[src/rtl/mips_multicycle_core.sv]
// Multicycle MIPS-subset core: FSM-sequenced datapath with one shared ALU and
// registered IR/A/B/ALUOut/MDR, talking to instruction/data memories via req/ready.
module mips_multicycle_core #(
    parameter logic [31:0] RESET_PC     = 32'h0000_0000,
    parameter int          RF_DEPTH     = 32,
    parameter int          DMEM_AW      = 7,
    parameter int          JAL_LINK_REG = 31
) (
    input  logic               clk,
    input  logic               rst_n,
    output logic               imem_req,
    output logic [31:0]        imem_addr,
    input  logic               imem_ready,
    input  logic [31:0]        imem_rdata,
    output logic               dmem_req,
    output logic               dmem_we,
    output logic [DMEM_AW-1:0] dmem_addr,
    output logic [31:0]        dmem_wdata,
    input  logic               dmem_ready,
    input  logic [31:0]        dmem_rdata,
    output logic               rf_wr_valid,
    output logic [4:0]         rf_wr_addr,
    output logic [31:0]        rf_wr_data,
    output logic               illegal
);
    localparam int RAW = $clog2(RF_DEPTH);

    localparam logic [2:0] S_FETCH  = 3'd0;
    localparam logic [2:0] S_DECODE = 3'd1;
    localparam logic [2:0] S_EXEC   = 3'd2;
    localparam logic [2:0] S_MEM    = 3'd3;
    localparam logic [2:0] S_WB     = 3'd4;
    localparam logic [2:0] S_HALT   = 3'd5;

    localparam logic [5:0] OP_RTYPE = 6'b000000;
    localparam logic [5:0] OP_LW    = 6'b100011;
    localparam logic [5:0] OP_SW    = 6'b101011;
    localparam logic [5:0] OP_BEQ   = 6'b000100;
    localparam logic [5:0] OP_J     = 6'b000010;
    localparam logic [5:0] OP_JAL   = 6'b000011;

    localparam logic [5:0] F_ADD = 6'b100000;
    localparam logic [5:0] F_SUB = 6'b100010;
    localparam logic [5:0] F_AND = 6'b100100;
    localparam logic [5:0] F_OR  = 6'b100101;
    localparam logic [5:0] F_SLT = 6'b101010;
    localparam logic [5:0] F_JR  = 6'b001000;

    logic [2:0]  state_q, state_d;
    logic [31:0] pc_q, pc_d;
    logic [31:0] ir_q, ir_d;
    logic [31:0] a_q, a_d;
    logic [31:0] b_q, b_d;
    logic [31:0] alu_q, alu_d;
    logic [31:0] mdr_q, mdr_d;
    logic        illegal_q, illegal_d;
    logic [31:0] rf_q [RF_DEPTH];

    logic [5:0]     opcode, funct;
    logic [RAW-1:0] rs_idx, rt_idx, rd_idx;
    logic [31:0]    imm_se, br_off, rd_a, rd_b;
    logic           is_r, is_jr, is_lw, is_sw, is_beq, is_j, is_jal, is_legal;
    logic           rf_we;
    logic [RAW-1:0] rf_waddr;
    logic [31:0]    rf_wdata;

    function automatic logic [31:0] alu_op(input logic [31:0] a, input logic [31:0] b,
                                           input logic [5:0] f);
        logic signed [31:0] sa;
        logic signed [31:0] sb;
        logic [31:0]        r;
        sa = a;
        sb = b;
        case (f)
            F_ADD:   r = a + b;
            F_SUB:   r = a - b;
            F_AND:   r = a & b;
            F_OR:    r = a | b;
            F_SLT:   r = {31'd0, sa < sb};
            default: r = 32'd0;
        endcase
        return r;
    endfunction

    assign opcode = ir_q[31:26];
    assign funct  = ir_q[5:0];
    assign rs_idx = ir_q[21 +: RAW];
    assign rt_idx = ir_q[16 +: RAW];
    assign rd_idx = ir_q[11 +: RAW];
    assign imm_se = {{16{ir_q[15]}}, ir_q[15:0]};
    assign br_off = {{14{ir_q[15]}}, ir_q[15:0], 2'b00};

    assign is_r   = (opcode == OP_RTYPE) &&
                    (funct == F_ADD || funct == F_SUB || funct == F_AND ||
                     funct == F_OR  || funct == F_SLT);
    assign is_jr  = (opcode == OP_RTYPE) && (funct == F_JR);
    assign is_lw  = (opcode == OP_LW);
    assign is_sw  = (opcode == OP_SW);
    assign is_beq = (opcode == OP_BEQ);
    assign is_j   = (opcode == OP_J);
    assign is_jal = (opcode == OP_JAL);
    assign is_legal = is_r | is_jr | is_lw | is_sw | is_beq | is_j | is_jal;

    assign rd_a = (rs_idx == '0) ? 32'd0 : rf_q[rs_idx];
    assign rd_b = (rt_idx == '0) ? 32'd0 : rf_q[rt_idx];

    // jal links in DECODE; R-type and lw write back in WB
    always_comb begin
        rf_we    = 1'b0;
        rf_waddr = '0;
        rf_wdata = 32'd0;
        if (state_q == S_DECODE && is_jal) begin
            rf_we    = 1'b1;
            rf_waddr = RAW'(JAL_LINK_REG);
            rf_wdata = pc_q;
        end else if (state_q == S_WB) begin
            rf_we    = 1'b1;
            rf_waddr = is_lw ? rt_idx : rd_idx;
            rf_wdata = is_lw ? mdr_q : alu_q;
        end
    end

    always_comb begin
        state_d   = state_q;
        pc_d      = pc_q;
        ir_d      = ir_q;
        a_d       = a_q;
        b_d       = b_q;
        alu_d     = alu_q;
        mdr_d     = mdr_q;
        illegal_d = illegal_q;
        case (state_q)
            S_FETCH: begin
                if (imem_ready) begin
                    ir_d    = imem_rdata;
                    pc_d    = pc_q + 32'd4;
                    state_d = S_DECODE;
                end
            end
            S_DECODE: begin
                a_d   = rd_a;
                b_d   = rd_b;
                alu_d = pc_q + br_off;
                if (!is_legal) begin
                    illegal_d = 1'b1;
                    state_d   = S_HALT;
                end else if (is_j || is_jal) begin
                    pc_d    = {pc_q[31:28], ir_q[25:0], 2'b00};
                    state_d = S_FETCH;
                end else if (is_jr) begin
                    pc_d    = rd_a;
                    state_d = S_FETCH;
                end else begin
                    state_d = S_EXEC;
                end
            end
            S_EXEC: begin
                if (is_r) begin
                    alu_d   = alu_op(a_q, b_q, funct);
                    state_d = S_WB;
                end else if (is_lw || is_sw) begin
                    alu_d   = a_q + imm_se;
                    state_d = S_MEM;
                end else begin
                    if (a_q == b_q) pc_d = alu_q;
                    state_d = S_FETCH;
                end
            end
            S_MEM: begin
                if (dmem_ready) begin
                    if (is_lw) begin
                        mdr_d   = dmem_rdata;
                        state_d = S_WB;
                    end else begin
                        state_d = S_FETCH;
                    end
                end
            end
            S_WB:    state_d = S_FETCH;
            S_HALT:  state_d = S_HALT;
            default: state_d = S_FETCH;
        endcase
    end

    always_ff @(posedge clk or negedge rst_n) begin
        if (!rst_n) begin
            state_q   <= S_FETCH;
            pc_q      <= RESET_PC;
            ir_q      <= '0;
            a_q       <= '0;
            b_q       <= '0;
            alu_q     <= '0;
            mdr_q     <= '0;
            illegal_q <= 1'b0;
        end else begin
            state_q   <= state_d;
            pc_q      <= pc_d;
            ir_q      <= ir_d;
            a_q       <= a_d;
            b_q       <= b_d;
            alu_q     <= alu_d;
            mdr_q     <= mdr_d;
            illegal_q <= illegal_d;
        end
    end

    always_ff @(posedge clk or negedge rst_n) begin
        if (!rst_n) begin
            for (int i = 0; i < RF_DEPTH; i++) rf_q[i] <= '0;
        end else if (rf_we && rf_waddr != '0) begin
            rf_q[rf_waddr] <= rf_wdata;
        end
    end

    // imem_req is gated by rst_n so every output except imem_addr is 0 during reset
    assign imem_req    = rst_n && (state_q == S_FETCH);
    assign imem_addr   = pc_q;
    assign dmem_req    = (state_q == S_MEM);
    assign dmem_we     = dmem_req && is_sw;
    assign dmem_addr   = alu_q[DMEM_AW+1:2];
    assign dmem_wdata  = b_q;
    assign rf_wr_valid = rf_we;
    assign rf_wr_addr  = 5'(rf_waddr);
    assign rf_wr_data  = rf_wdata;
    assign illegal     = illegal_q;

endmodule
[config.mk]
export PLATFORM = sky130hd
export DESIGN_NAME = mips_multicycle_core
export DESIGN_NICKNAME = d
export VERILOG_FILES = /design/src/rtl/mips_multicycle_core.sv
export SDC_FILE = /design/constraint.sdc
export NUM_CORES = 2
export LEC_CHECK = 0
export CAP_MARGIN = 20
export CORE_MARGIN = 3
export CORE_UTILIZATION = 25
export DETAILED_ROUTE_END_ITERATION = 8
export GPL_ROUTABILITY_DRIVEN = 0
export MAX_ROUTING_LAYER = met4
export SYNTH_ARGS = -nofsm -noshare
export SYNTH_HDL_FRONTEND = slang
export SYNTH_SLANG_ARGS = --single-unit
[constraint.sdc]
create_clock -name clk -period 8.6 [get_ports clk]
set_input_delay 1.72 -clock clk [delete_from_list [all_inputs] [get_ports clk]]
set_output_delay 1.72 -clock clk [all_outputs]
set_load 0.02 [all_outputs]
Yosys cells after proc, flatten, opt, wreduce, memory -nomap -nowiden --
Cells that the tools add are included.
Storage, ports and cells: output and inout bits 113, register bits 1220, bits of input ports 68, word-level logic and storage cells 157
Operators by class: add/subtract/negate cells 5, bitwise operators 12, reductions and logical operators 27, equal/unequal tests 27, multiplexer cells 40, magnitude comparators 5
Operators with widths (count):
- 1024-bit bitwise mux | 1
- 32-bit two-way mux | 19
- 32-bit binary-select mux with 5-bit select | 2
- 32-bit demux with 5-bit select | 1
- 32-bit one-hot mux with 5 select lines | 1
- 32-bit adder | 3
- 32-bit one-hot mux with 3 select lines | 1
- 32-bit one-hot mux with 2 select lines | 1
- 6-bit equality test, second input constant | 7
- 32-bit by 3-bit adder with 32-bit output, second input constant | 1
- 32-bit bitwise AND | 1
- 32-bit equality test | 1
- 32-bit less-than comparator | 1
- 32-bit bitwise OR | 1
- 32-bit subtractor | 1
- 6-bit >= comparator, second input constant | 3
- 5-bit inverter with 6-bit output | 3
- 3-bit two-way mux | 5
- 5-bit two-way mux | 3
- 3-bit one-hot mux with 5 select lines | 1
- 2-bit inequality test, second input constant | 7
- 6-bit by 2-bit equality test with 1-bit output, second input constant | 2
- 5-bit logical NOT | 2
- 2-bit AND reduction | 4
- 23 further kinds | 44

Depth between registers and ports, before layout --
word-level depth 14, depth in mapped cells 15, gate-level depth less buffers 13

Least setup slack after synthesis --
Ideal clock, no wire load.
path type reg-to-output, from register state_q[0], to output rf_wr_data[10], arrival time 2.245 ns, cell stages (with the launch flop) 10, data required time 6.880 ns, path buffers 4, setup slack 4.635 ns, path through dfrtp_1 clkbuf_1 nor2_1 nand2_1 clkbuf_1 buf_1 a21oi_1 a21oi_1 clkbuf_1 inv_1
On the way: cells in the longest elaborated chain, start to end 3, elaborated cells on any way between the ends 5, those cells by class 2 x eq/ne; 2 x mux; 1 x reduce/logical
Ends and longest elaborated chain:
- from (decl) | line 49 | logic [2:0] state_q, state_d;
- from (signal assigned) | line 196 | state_q <= state_d;
- 3-bit equality test / 3-bit by 1-bit equality test with 1-bit output (equally long branches) | line 116, 112
- 32-bit two-way mux / 1-bit logical AND (equally long branches) | line 116, 112
- 32-bit two-way mux (*) | line 112 | if (state_q == S_DECODE && is_jal) begin
- to (decl) | line 23 | output logic [31:0] rf_wr_data,
Mark *: on every way between the ends. The rest lies on a longest branch, timed or not.

Final worst setup path --
from register ir_q[26], to output rf_wr_addr[3]
On the way: cells in the longest elaborated chain, start to end 4, elaborated cells on any way between the ends 6, those cells by class 2 x eq/ne; 3 x mux; 1 x reduce/logical
Ends and longest elaborated chain:
- from (decl) | line 51 | logic [31:0] ir_q, ir_d;
- from (signal assigned) | line 198 | ir_q <= ir_d;
- 6-bit equality test | line 97 | assign is_lw = (opcode == OP_LW);
- 5-bit two-way mux | line 118 | rf_waddr = is_lw ? rt_idx : rd_idx;
- 5-bit two-way mux | line 116 | end else if (state_q == S_WB) begin
- 5-bit two-way mux (*) | line 112
- to (decl) | line 22 | output logic [4:0] rf_wr_addr,
Marked as above.

==> results.yml <==
route:
  drc: 0
  top_layer: "met4"
  drtIter0Drc: 8041
  wl_met1_mm: 112
  drt-pass1-iter-count: 9
  wl_met2_mm: 108
  viasPerCell: 5.49
  routed-via-count: 57778
  wl_met3_mm: 34.5
  routedWlPerCell_um: 24.9
  wirelength_mm: 262
  detail-route-antenna-nets: 0
hold_path:
  holdCritPathClass: "reg2reg"
floorplanning:
  die_w_um: 534
  die_h_um: 534
  core_area_um2: 277000
  ioPinCount: 181
  die-area_um2: 285000
  num_rows: 193
  start_util_pct: 25.2
synthesis:
  yosysMostFrequentCell: "dfrtp_1"
  yosysTopAreaCell: "dfrtp_1"
  synthesis.nets: 7113
  synth-edff-count: 0
  async_reset_ff_share_pct: 100
  ys_seq_area_share_pct: 43.8
  synth-main-ff-cell: "dfrtp_1"
  ys_seq_elements: 1220
  synthDistinctLibCells: 87
  syn-instance-count: 6869
  yosys_warnings: 0
  netlist_top_cells_area: "dfrtp_1, mux4_2, a21oi_1, o21ai_0, nor2_1"
  avgSynthCellArea_um2: 10.2
  syn_area_um2: 69700
  yosys-top-cells-count: "dfrtp_1, a21oi_1, nor2_1, o21ai_0, nand2_1"
  synth_top_area_share_pct: 43.8
worst_setup_path:
  end_kind: "output port"
  setup.worst_path.end: "rf_wr_addr[3]"
  path_class: "reg2out"
  startpoint: "ir_q[26]"
  arrival_ps: 4830
  r2r_slack_ps: 3320
  r2r-start: "ir_q[26]"
  r2r-end: "rf_q[387]"
  reg2reg_depth: 12
  crit_required_ps: 6880
  start_kind: "flip-flop"
  cp_max_fo: 23
finish:
  area.growth.synth_to_final_pct: 14.9
  drive_gt1_share_pct: 15.6
  fillers: 28445
  stdcell_count: 10525
  nets: 6948
global_routing:
  overflow: 0
  grt_pass1_wl_mm: 382
  grt_max_degree: 158
  grt_usage_pct: 18.4
  antenna_found_initial: 12
  grt_pass1_vias: 55161
timing:
  tightest_slew_ps: 1270
  rsz0062_at_grt: "no"
  hold_viol: 0
  setup_tns_ps: 0
  fmax_ghz: 0.153
  maxSlewViolCount: 0
  holdWs_ps: 403
  slew-limit-headroom_pct: 12.8
  setup_violations: 0
  finalCritPeriodShare_pct: 76.1
  skew_ps: 39.1
  final.min_clock_period_ps: 6550
placement:
  numPortBuffers: 180
  place_hpwl_mm: 168
  dp_cells: 10265
clock_tree:
  ctsHoldBuffers: 0
  ctsRootBufferMaster: "clkbuf_16"
  cts_made_buffers: 132
  cts.path.max_buffers: 3
  ctsResizeCount: 0
  clk-insertion-delay-late_ps: 820
  post_cts_buffers: 0
  tritoncts: "done"
  cts.htree.levels: 4
  path_clk_slew_ps: 60
  cts.sinks: 1220
pwr:
  p_leak_nw: 33.7
  ir_drop_v: 0.000325
  pwr_density_cell_nw_per_um2: 341
run_status:
  status: "finished clean"
run:
  drv_cap: 0
-- how the worst min path moves through the flow --
stage | start | endpoint | cells past startpoint
2_1_floorplan | rf_q[1000] | rf_q[1000] | 1
3_3_place_gp | rf_q[1003] | rf_q[1003] | 0
3_5_place_dp | rf_q[1013] | rf_q[1013] | 0
4_1_cts | rf_q[1013] | rf_q[1013] | 0
5_1_grt | rf_q[1002] | rf_q[1002] | 0
6_report | rf_q[1004] | rf_q[1004] | 0
-- cell families (layout without fill, tap and decap cells) --
logic type	Yosys count	count (layout)	synth area share (%)
AO/OA/AOI/OAI	2124	2124	17.3
AND/OR/NAND/NOR	1661	1661	10.2
flip-flops	1220	1220	43.8
multiplexers	809	809	19.9
buffers and inverters	795	732	4.63
adder cells (fa/ha/maj)	176	176	3.20
XOR/XNOR	84	84	1.05
other	0	14	0
-- critical path: stages, from the launching register on --
cell and delay (ps):
dfrtp_1 540, nand3_1 180, or3_4 410, nor2_4 650
mux2i_1 160, nor2_1 730, nor2_1 250, inv_1 200
clkdlybuf4s50_1 870
-- layer usage --
layer  GRT usage [%]  up-vias
met5               -        -
met4            5.72        0
met3            6.15      517
met2            24.9     3470
met1            25.5    29099
li1                -    24692
-- layout make-up --
class                           count  area (um2)  area share [%]
Antenna cell                       14        35.0          0.0437
Clock buffer                      187        3840            4.80
Clock inverter                     49         850            1.06
Inverter                          151         567           0.708
Multi-Input combinational cell   4854       36400            45.4
Sequential cell                  1220       30600            38.2
Tap cell                         3705        4640            5.79
Timing Repair Buffer              345        3210            4.01
-- placed cells by master, fill, tap and decap left out, types with 81 or more instances in the layout --
cell	count
mux2_2	126
inv_1	149
mux4_2	448
nand2_1	573
mux2i_1	235
o22ai_1	108
a21oi_1	921
ha_1	172
clkdlybuf4s50_1	179
o21ai_0	609
dfrtp_1	1209
o221ai_1	81
buf_4	150
nor2_1	765
clkbuf_16	136
-- state kept, by name, indices dropped and copies added (netlist names) --
name	flops
a_q	32
rf_q	1024
state_q	3
mdr_q	32
dmem_wdata	32
illegal	1
imem_addr	32
alu_q	32
ir_q	32
-- metrics by stage --
step	setup WS (ps)	util (%)	power [W]	cell area, um2
CTS	2120	28.9	0.0270	79900
detailed placement	2990	27.2	0.0207	75300
floorplan	4630	-	0.0162	69700
finish	2050	28.9	0.0273	80100
global route	1910	28.9	0.0285	80100
global placement	3040	27.2	0.0205	75200
-- report_power, final --
group | leakage (nW) | total [W] | internal (W) | switching (W)
clock network | 2.29 | 0.00624 | 0.00366 | 0.00258
registers | 16.7 | 0.00860 | 0.00674 | 0.00186
logic | 14.6 | 0.0125 | 0.00481 | 0.00770
(Power assumes the default switching activity.)
